$ cat config.mk
export PLATFORM = sky130hd
export DESIGN_NAME = pattern_detect_ctrl
export DESIGN_NICKNAME = d
export VERILOG_FILES = /design/src/rtl/pd_pkg.sv /design/src/rtl/pd_matcher.sv /design/src/rtl/pattern_detect_ctrl.sv
export SDC_FILE = /design/constraint.sdc
export NUM_CORES = 1
export LEC_CHECK = 0
export BUFFER_PORTS_ARGS = -buffer_cell sky130_fd_sc_hd__buf_2
export CAP_MARGIN = 20
export CORE_MARGIN = 8
export CORE_UTILIZATION = 46
export DETAILED_ROUTE_END_ITERATION = 10
export HOLD_SLACK_MARGIN = 0.05
export PLACE_DENSITY = 0.68
export SLEW_MARGIN = 30
export SYNTH_ARGS = -nofsm -noshare
export SYNTH_HDL_FRONTEND = slang
export SYNTH_HIERARCHICAL = 1
export SYNTH_SLANG_ARGS = --single-unit
$ cat constraint.sdc
create_clock -name clk -period 6.85 [get_ports clk]
set_input_delay 1.0275 -clock clk [delete_from_list [all_inputs] [get_ports clk]]
set_output_delay 1.0275 -clock clk [all_outputs]
set_load 0.01 [all_outputs]
$ cat src/rtl/pd_pkg.sv
// Shared constants for the serial pattern detector: state encoding and default sizes.
package pd_pkg;

  localparam int unsigned MAXLEN_DEF = 8;
  localparam int unsigned CNTW_DEF   = 8;
  localparam int unsigned LENW       = 4;
  localparam int unsigned STW        = 2;

  typedef logic [STW-1:0] state_t;

  localparam state_t IDLE = 2'd0;
  localparam state_t FILL = 2'd1;
  localparam state_t RUN  = 2'd2;
  localparam state_t DONE = 2'd3;

endpackage

$ cat src/rtl/pd_matcher.sv
// History shift register plus masked comparison of the post-shift window against the pattern.
module pd_matcher
  import pd_pkg::*;
#(
  parameter int unsigned MAXLEN = MAXLEN_DEF
) (
  input  logic              clk,
  input  logic              rst,
  input  logic              shift_en,
  input  logic              clr,
  input  logic              in_bit,
  input  logic [LENW-1:0]   len,
  input  logic [MAXLEN-1:0] pattern,
  output logic              hit_c
);

  // Only MAXLEN-1 old bits are ever needed; the incoming bit completes the window.
  logic [MAXLEN-2:0] hist;
  logic [MAXLEN-1:0] hist_nxt;
  logic [MAXLEN-1:0] mask;

  // Window as it will look once in_bit is shifted in, and the low-len-bits mask.
  always_comb begin
    hist_nxt = {hist, in_bit};
    mask     = '0;
    for (int unsigned i = 0; i < MAXLEN; i++) begin
      mask[i] = (32'(len) > i);
    end
    hit_c = (((hist_nxt ^ pattern) & mask) == '0);
  end

  // History register; clear takes priority over a shift.
  always_ff @(posedge clk) begin
    if (rst || clr) begin
      hist <= '0;
    end else if (shift_en) begin
      hist <= hist_nxt[MAXLEN-2:0];
    end
  end

endmodule

$ cat src/rtl/pattern_detect_ctrl.sv
// Configurable serial pattern detector with run control, match counting and optional limit.
module pattern_detect_ctrl
  import pd_pkg::*;
#(
  parameter int unsigned MAXLEN = MAXLEN_DEF,
  parameter int unsigned CNTW   = CNTW_DEF
) (
  input  logic              clk,
  input  logic              rst,
  input  logic              cfg_valid,
  output logic              cfg_ready,
  input  logic [MAXLEN-1:0] cfg_pattern,
  input  logic [LENW-1:0]   cfg_len,
  input  logic              cfg_overlap,
  input  logic [CNTW-1:0]   cfg_limit,
  output logic              cfg_err,
  input  logic              start,
  input  logic              stop,
  input  logic              in_valid,
  input  logic              in_bit,
  output logic              match,
  output logic [CNTW-1:0]   match_count,
  output logic              busy,
  output logic              done
);

  state_t            state;
  state_t            state_nxt;
  logic [MAXLEN-1:0] pat_r;
  logic [LENW-1:0]   len_r;
  logic              ovl_r;
  logic [CNTW-1:0]   lim_r;
  logic [LENW-1:0]   fill_cnt;
  logic [LENW-1:0]   fill_nxt;
  logic [CNTW-1:0]   cnt_nxt;
  logic              match_nxt;
  logic              hist_clr;
  logic              shift_en;
  logic              hit_c;
  logic              cfg_we;
  logic              cfg_ok;
  logic              cfg_bad;
  logic              len_legal;
  logic [LENW-1:0]   len_eff;

  pd_matcher #(.MAXLEN(MAXLEN)) u_matcher (
    .clk      (clk),
    .rst      (rst),
    .shift_en (shift_en),
    .clr      (hist_clr),
    .in_bit   (in_bit),
    .len      (len_r),
    .pattern  (pat_r),
    .hit_c    (hit_c)
  );

  // State register.
  always_ff @(posedge clk) begin
    if (rst) begin
      state <= IDLE;
    end else begin
      state <= state_nxt;
    end
  end

  // Next-state, counter and datapath control decode.
  always_comb begin
    state_nxt = state;
    fill_nxt  = fill_cnt;
    cnt_nxt   = match_count;
    match_nxt = 1'b0;
    hist_clr  = 1'b0;
    shift_en  = 1'b0;

    cfg_we    = cfg_valid && (state == IDLE);
    len_legal = (cfg_len != '0) && (32'(cfg_len) <= MAXLEN);
    cfg_ok    = cfg_we && len_legal;
    cfg_bad   = cfg_we && !len_legal;
    // A start that coincides with a config write runs with the new length.
    len_eff   = cfg_ok ? cfg_len : len_r;

    case (state)
      IDLE, DONE: begin
        if (stop) begin
          state_nxt = IDLE;
        end else if (start) begin
          hist_clr  = 1'b1;
          fill_nxt  = '0;
          cnt_nxt   = '0;
          state_nxt = (len_eff == LENW'(1)) ? RUN : FILL;
        end
      end
      FILL: begin
        if (stop) begin
          state_nxt = IDLE;
        end else if (in_valid) begin
          shift_en = 1'b1;
          fill_nxt = fill_cnt + LENW'(1);
          if ((fill_cnt + LENW'(1)) == (len_r - LENW'(1))) begin
            state_nxt = RUN;
          end
        end
      end
      RUN: begin
        if (stop) begin
          state_nxt = IDLE;
        end else if (in_valid) begin
          shift_en = 1'b1;
          if (hit_c) begin
            match_nxt = 1'b1;
            cnt_nxt   = (match_count == {CNTW{1'b1}}) ? match_count
                                                      : match_count + CNTW'(1);
            if ((lim_r != '0) && (cnt_nxt == lim_r)) begin
              state_nxt = DONE;
            end else if (!ovl_r && (len_r != LENW'(1))) begin
              fill_nxt  = '0;
              state_nxt = FILL;
            end
          end
        end
      end
      default: state_nxt = IDLE;
    endcase
  end

  // Config registers, counters and registered status outputs.
  always_ff @(posedge clk) begin
    if (rst) begin
      pat_r       <= '0;
      len_r       <= LENW'(1);
      ovl_r       <= 1'b1;
      lim_r       <= '0;
      fill_cnt    <= '0;
      match_count <= '0;
      match       <= 1'b0;
      cfg_err     <= 1'b0;
      cfg_ready   <= 1'b1;
      busy        <= 1'b0;
      done        <= 1'b0;
    end else begin
      if (cfg_ok) begin
        pat_r <= cfg_pattern;
        len_r <= cfg_len;
        ovl_r <= cfg_overlap;
        lim_r <= cfg_limit;
      end
      fill_cnt    <= fill_nxt;
      match_count <= cnt_nxt;
      match       <= match_nxt;
      cfg_err     <= cfg_bad;
      cfg_ready   <= (state_nxt == IDLE);
      busy        <= (state_nxt == FILL) || (state_nxt == RUN);
      done        <= (state_nxt == DONE);
    end
  end

endmodule

==> metrics <==
status complete, no violations; fin util 0.5240; first-pass GRT wire length ~11000 µm; r2r worst-path depth 9; syn_nets 379; worst-case vdd ir drop 0.00008885 V; Starting Density 0.4692; Syn Inst Count 344; synth top area cells dfxtp_1 34%, a21oi_1 7.8%, nand2_1 6.8%, mux2i_1 4.4%, xnor2_1 3.8%; FF-to-FF Start match_count[0]; #FFs+latches synth 47; ys flop type dfxtp_1; Synth top area share 0.3428; critical path launch point type primary input; Max Clock Freq 346.7 MHz; via count 2558; full die area 8696 µm²; vias in the first global route around 2400; Area growth syn-to-layout 11.67%; DRT Pass-1 Iters 4; RSZ-0062 raised after global routing false; Worst-Margin Slew 0.7873 ns; # setup viols final 0; leading area contributor after synthesis dfxtp_1; clock skew roughly 0.014 ns; Final nets 410; Clock Latency Late Sink about 0.30 ns; YS warnings 6; routed vias/inst 5.672; Setup CP Type primary input to register; syn avg cell area 7.980 µm²; wire per inst 14.51 µm; Placeable Area 5851 µm²; # diodes 0; Detail Placement HPWL 4704 µm; Syn Std Cell Area 2745 µm²; Max-slew headroom 0.4751; CTS tree done; total gr overflow 0; Die Height about 93 µm; R2R Setup Slk 3.98 ns; final-report max-slew violation count 0; Tcrit/Tclk final 0.4210; H-tree depth 2; Setup Fix Bufs, Post-CTS 0; final antenna-violating net count 0; GP Congestion 0.8621; Post-synth EDFFs 0; row cnt 28; Post-Synth Adder-Cell Area 0.03191; critical path required time 7.07 ns; CP startpoint in_bit; port buffer count 40; layout cell share with drive strength beyond 1 0.1702; DRC viols 0; post_cts resized 0; CP Max Fanout 7; simple-gate area share of the yosys netlist 0.2521; setup total negative slack 0 ns; largest family of logic cells by synthesized area simple AND/OR/NAND/NOR gates; Synth cell types 65; register area share after synthesis 0.3428; Worst R2R End busy; Hold Fails Final Rpt 0; Die X roughly 93 µm; clock sink total 47; Hold WC Path Type register to register; largest net degree at the start of global routing 43; Clock transition at path regs 0.08 ns; Post-Synth XOR/XNOR Area 0.06381; gr usage total 0.1534; hold_buf cts 0; CTS max path bufs 2; initial antenna violation count 0; max_cap viols 0; min Tclk post-route 2.884 ns; Pleak 1.178 nW; clk root buf clkbuf_8; end point of the critical path fill_cnt[3]; compound-gate portion of the synthesized area 0.2101; post-synthesis mux area share 0.04786; Crit. End Element register; Post-synth ARST share 0; Critical Path AT roughly 3.1 ns; Power Dens Cells between 200 and 250 nW/µm²; initial DRC count 138; routed wire length approximately 6500 µm; cts bufs inserted 5; I/O pin cnt 41
[worst min-delay path by stage]
stage	slack, ns	cells after the start	start	end
6_report	0.47	2	pat_r[5]	pat_r[5]
5_1_grt	0.49	2	pat_r[5]	pat_r[5]
4_1_cts	0.48	2	pat_r[1]	pat_r[1]
3_5_place_dp	0.46	2	fill_cnt[3]	fill_cnt[3]
3_3_place_gp	0.46	2	fill_cnt[3]	fill_cnt[3]
2_1_floorplan	0.44	2	ovl_r	ovl_r
[sequential cells by signal, indices dropped and copies added, names as in the netlist]
name	flops
match	1
u_matcher/hist	7
match_count	8
busy	1
state	2
pat_r	8
fill_cnt	4
cfg_ready	1
ovl_r	1
lim_r	8
len_r	4
done	1
cfg_err	1
[routing by layer]
layer,GRT usage,vias up,wire length [µm]
li1,-,1294,-
met2,0.2456,82,3047
met4,0.06577,0,134
met1,0.1945,1167,3043
met3,0.03125,15,318
met5,0,-,0
[cell families after synthesis]
group                      count (synthesis)
xor gates and xnor gates                  20
and+or+nand+nor                          137
AOI/OAI and AO/OA                         89
DFF                                       47
adders and majority gates                  7
buffers and inverters                     31
muxes                                     13
[cell type report]
type                            count  area, µm²
Clock buffer                        8      100.1
Fill cell                         579       2785
Multi-Input combinational cell    266       1663
Inverter                           12      45.04
Tap cell                           75      93.84
Timing Repair Buffer               43      222.7
Sequential cell                    47      940.9
[synth_stat cells (2+ instances only)]
cell type,n
buf_6,2
nand4_1,5
dfxtp_1,47
or3_1,3
xor2_1,8
nand3_1,13
o22ai_1,2
a211o_1,3
o21ai_0,9
a211oi_1,2
nor2b_1,6
mux2i_1,12
nor4_1,3
xnor2_1,12
clkbuf_1,10
nand2b_1,2
o2111ai_1,2
nor2_1,22
a31oi_1,6
nor3_1,14
and2_1,2
and4_1,2
nand2_1,50
buf_2,4
ha_1,7
o211ai_1,2
a41oi_1,3
a21oi_1,43
inv_1,12
[through the flow]
| stage | area (µm²) | hold WS [ns] | setup WS (ns) | power (mW) | instances |
|---|---|---|---|---|---|
| 3_3_place_gp | 2965 | 0.4559 | 3.752 | 0.4388 | 443 |
| 6_report | 3065 | 0.4727 | 3.966 | 0.6182 | 451 |
| 3_5_place_dp | 2965 | 0.4636 | 3.673 | 0.4405 | 443 |
| 4_1_cts | 3065 | 0.4762 | 3.992 | 0.6245 | 451 |
| 5_1_grt | 3065 | 0.4914 | 3.742 | 0.6514 | 451 |
| 2_1_floorplan | 2745 | 0.4390 | 4.042 | 0.4022 | 344 |
[layout by cell type (no fill, tap or decap), types with 3 or more instances in the layout]
cell type,count
nand3_1,13
xnor2_1,12
clkbuf_8,7
a31oi_1,6
nor3_1,14
a41oi_1,3
buf_4,3
a21oi_1,43
mux2i_1,12
buf_2,40
nor2b_1,6
xor2_1,8
dfxtp_1,47
nand4_1,5
nand2_1,50
o21ai_0,9
nor2_1,22
inv_1,12
a211o_1,3
ha_1,7
or3_1,3
nor4_1,3
[where the power goes]
part	total (mW)	leakage [nW]	switching, mW	internal (mW)
Combinational	0.133	0.745	0.0770	0.0556
Clock	0.184	0.0515	0.0913	0.0922
Sequential	0.302	0.382	0.0153	0.287
[worst max-delay path, cell delays in order]
cell	delay, ns
buf_2	0.11
xnor2_1	0.16
o22ai_1	0.11
nor4_2	0.29
nand2_1	0.19
a211o_1	0.35
inv_1	0.08
o31ai_2	0.07
a21o_4	0.25
or3_1	0.34
a21oi_1	0.13
No activity file was read; power rests on OpenSTA's default activity.
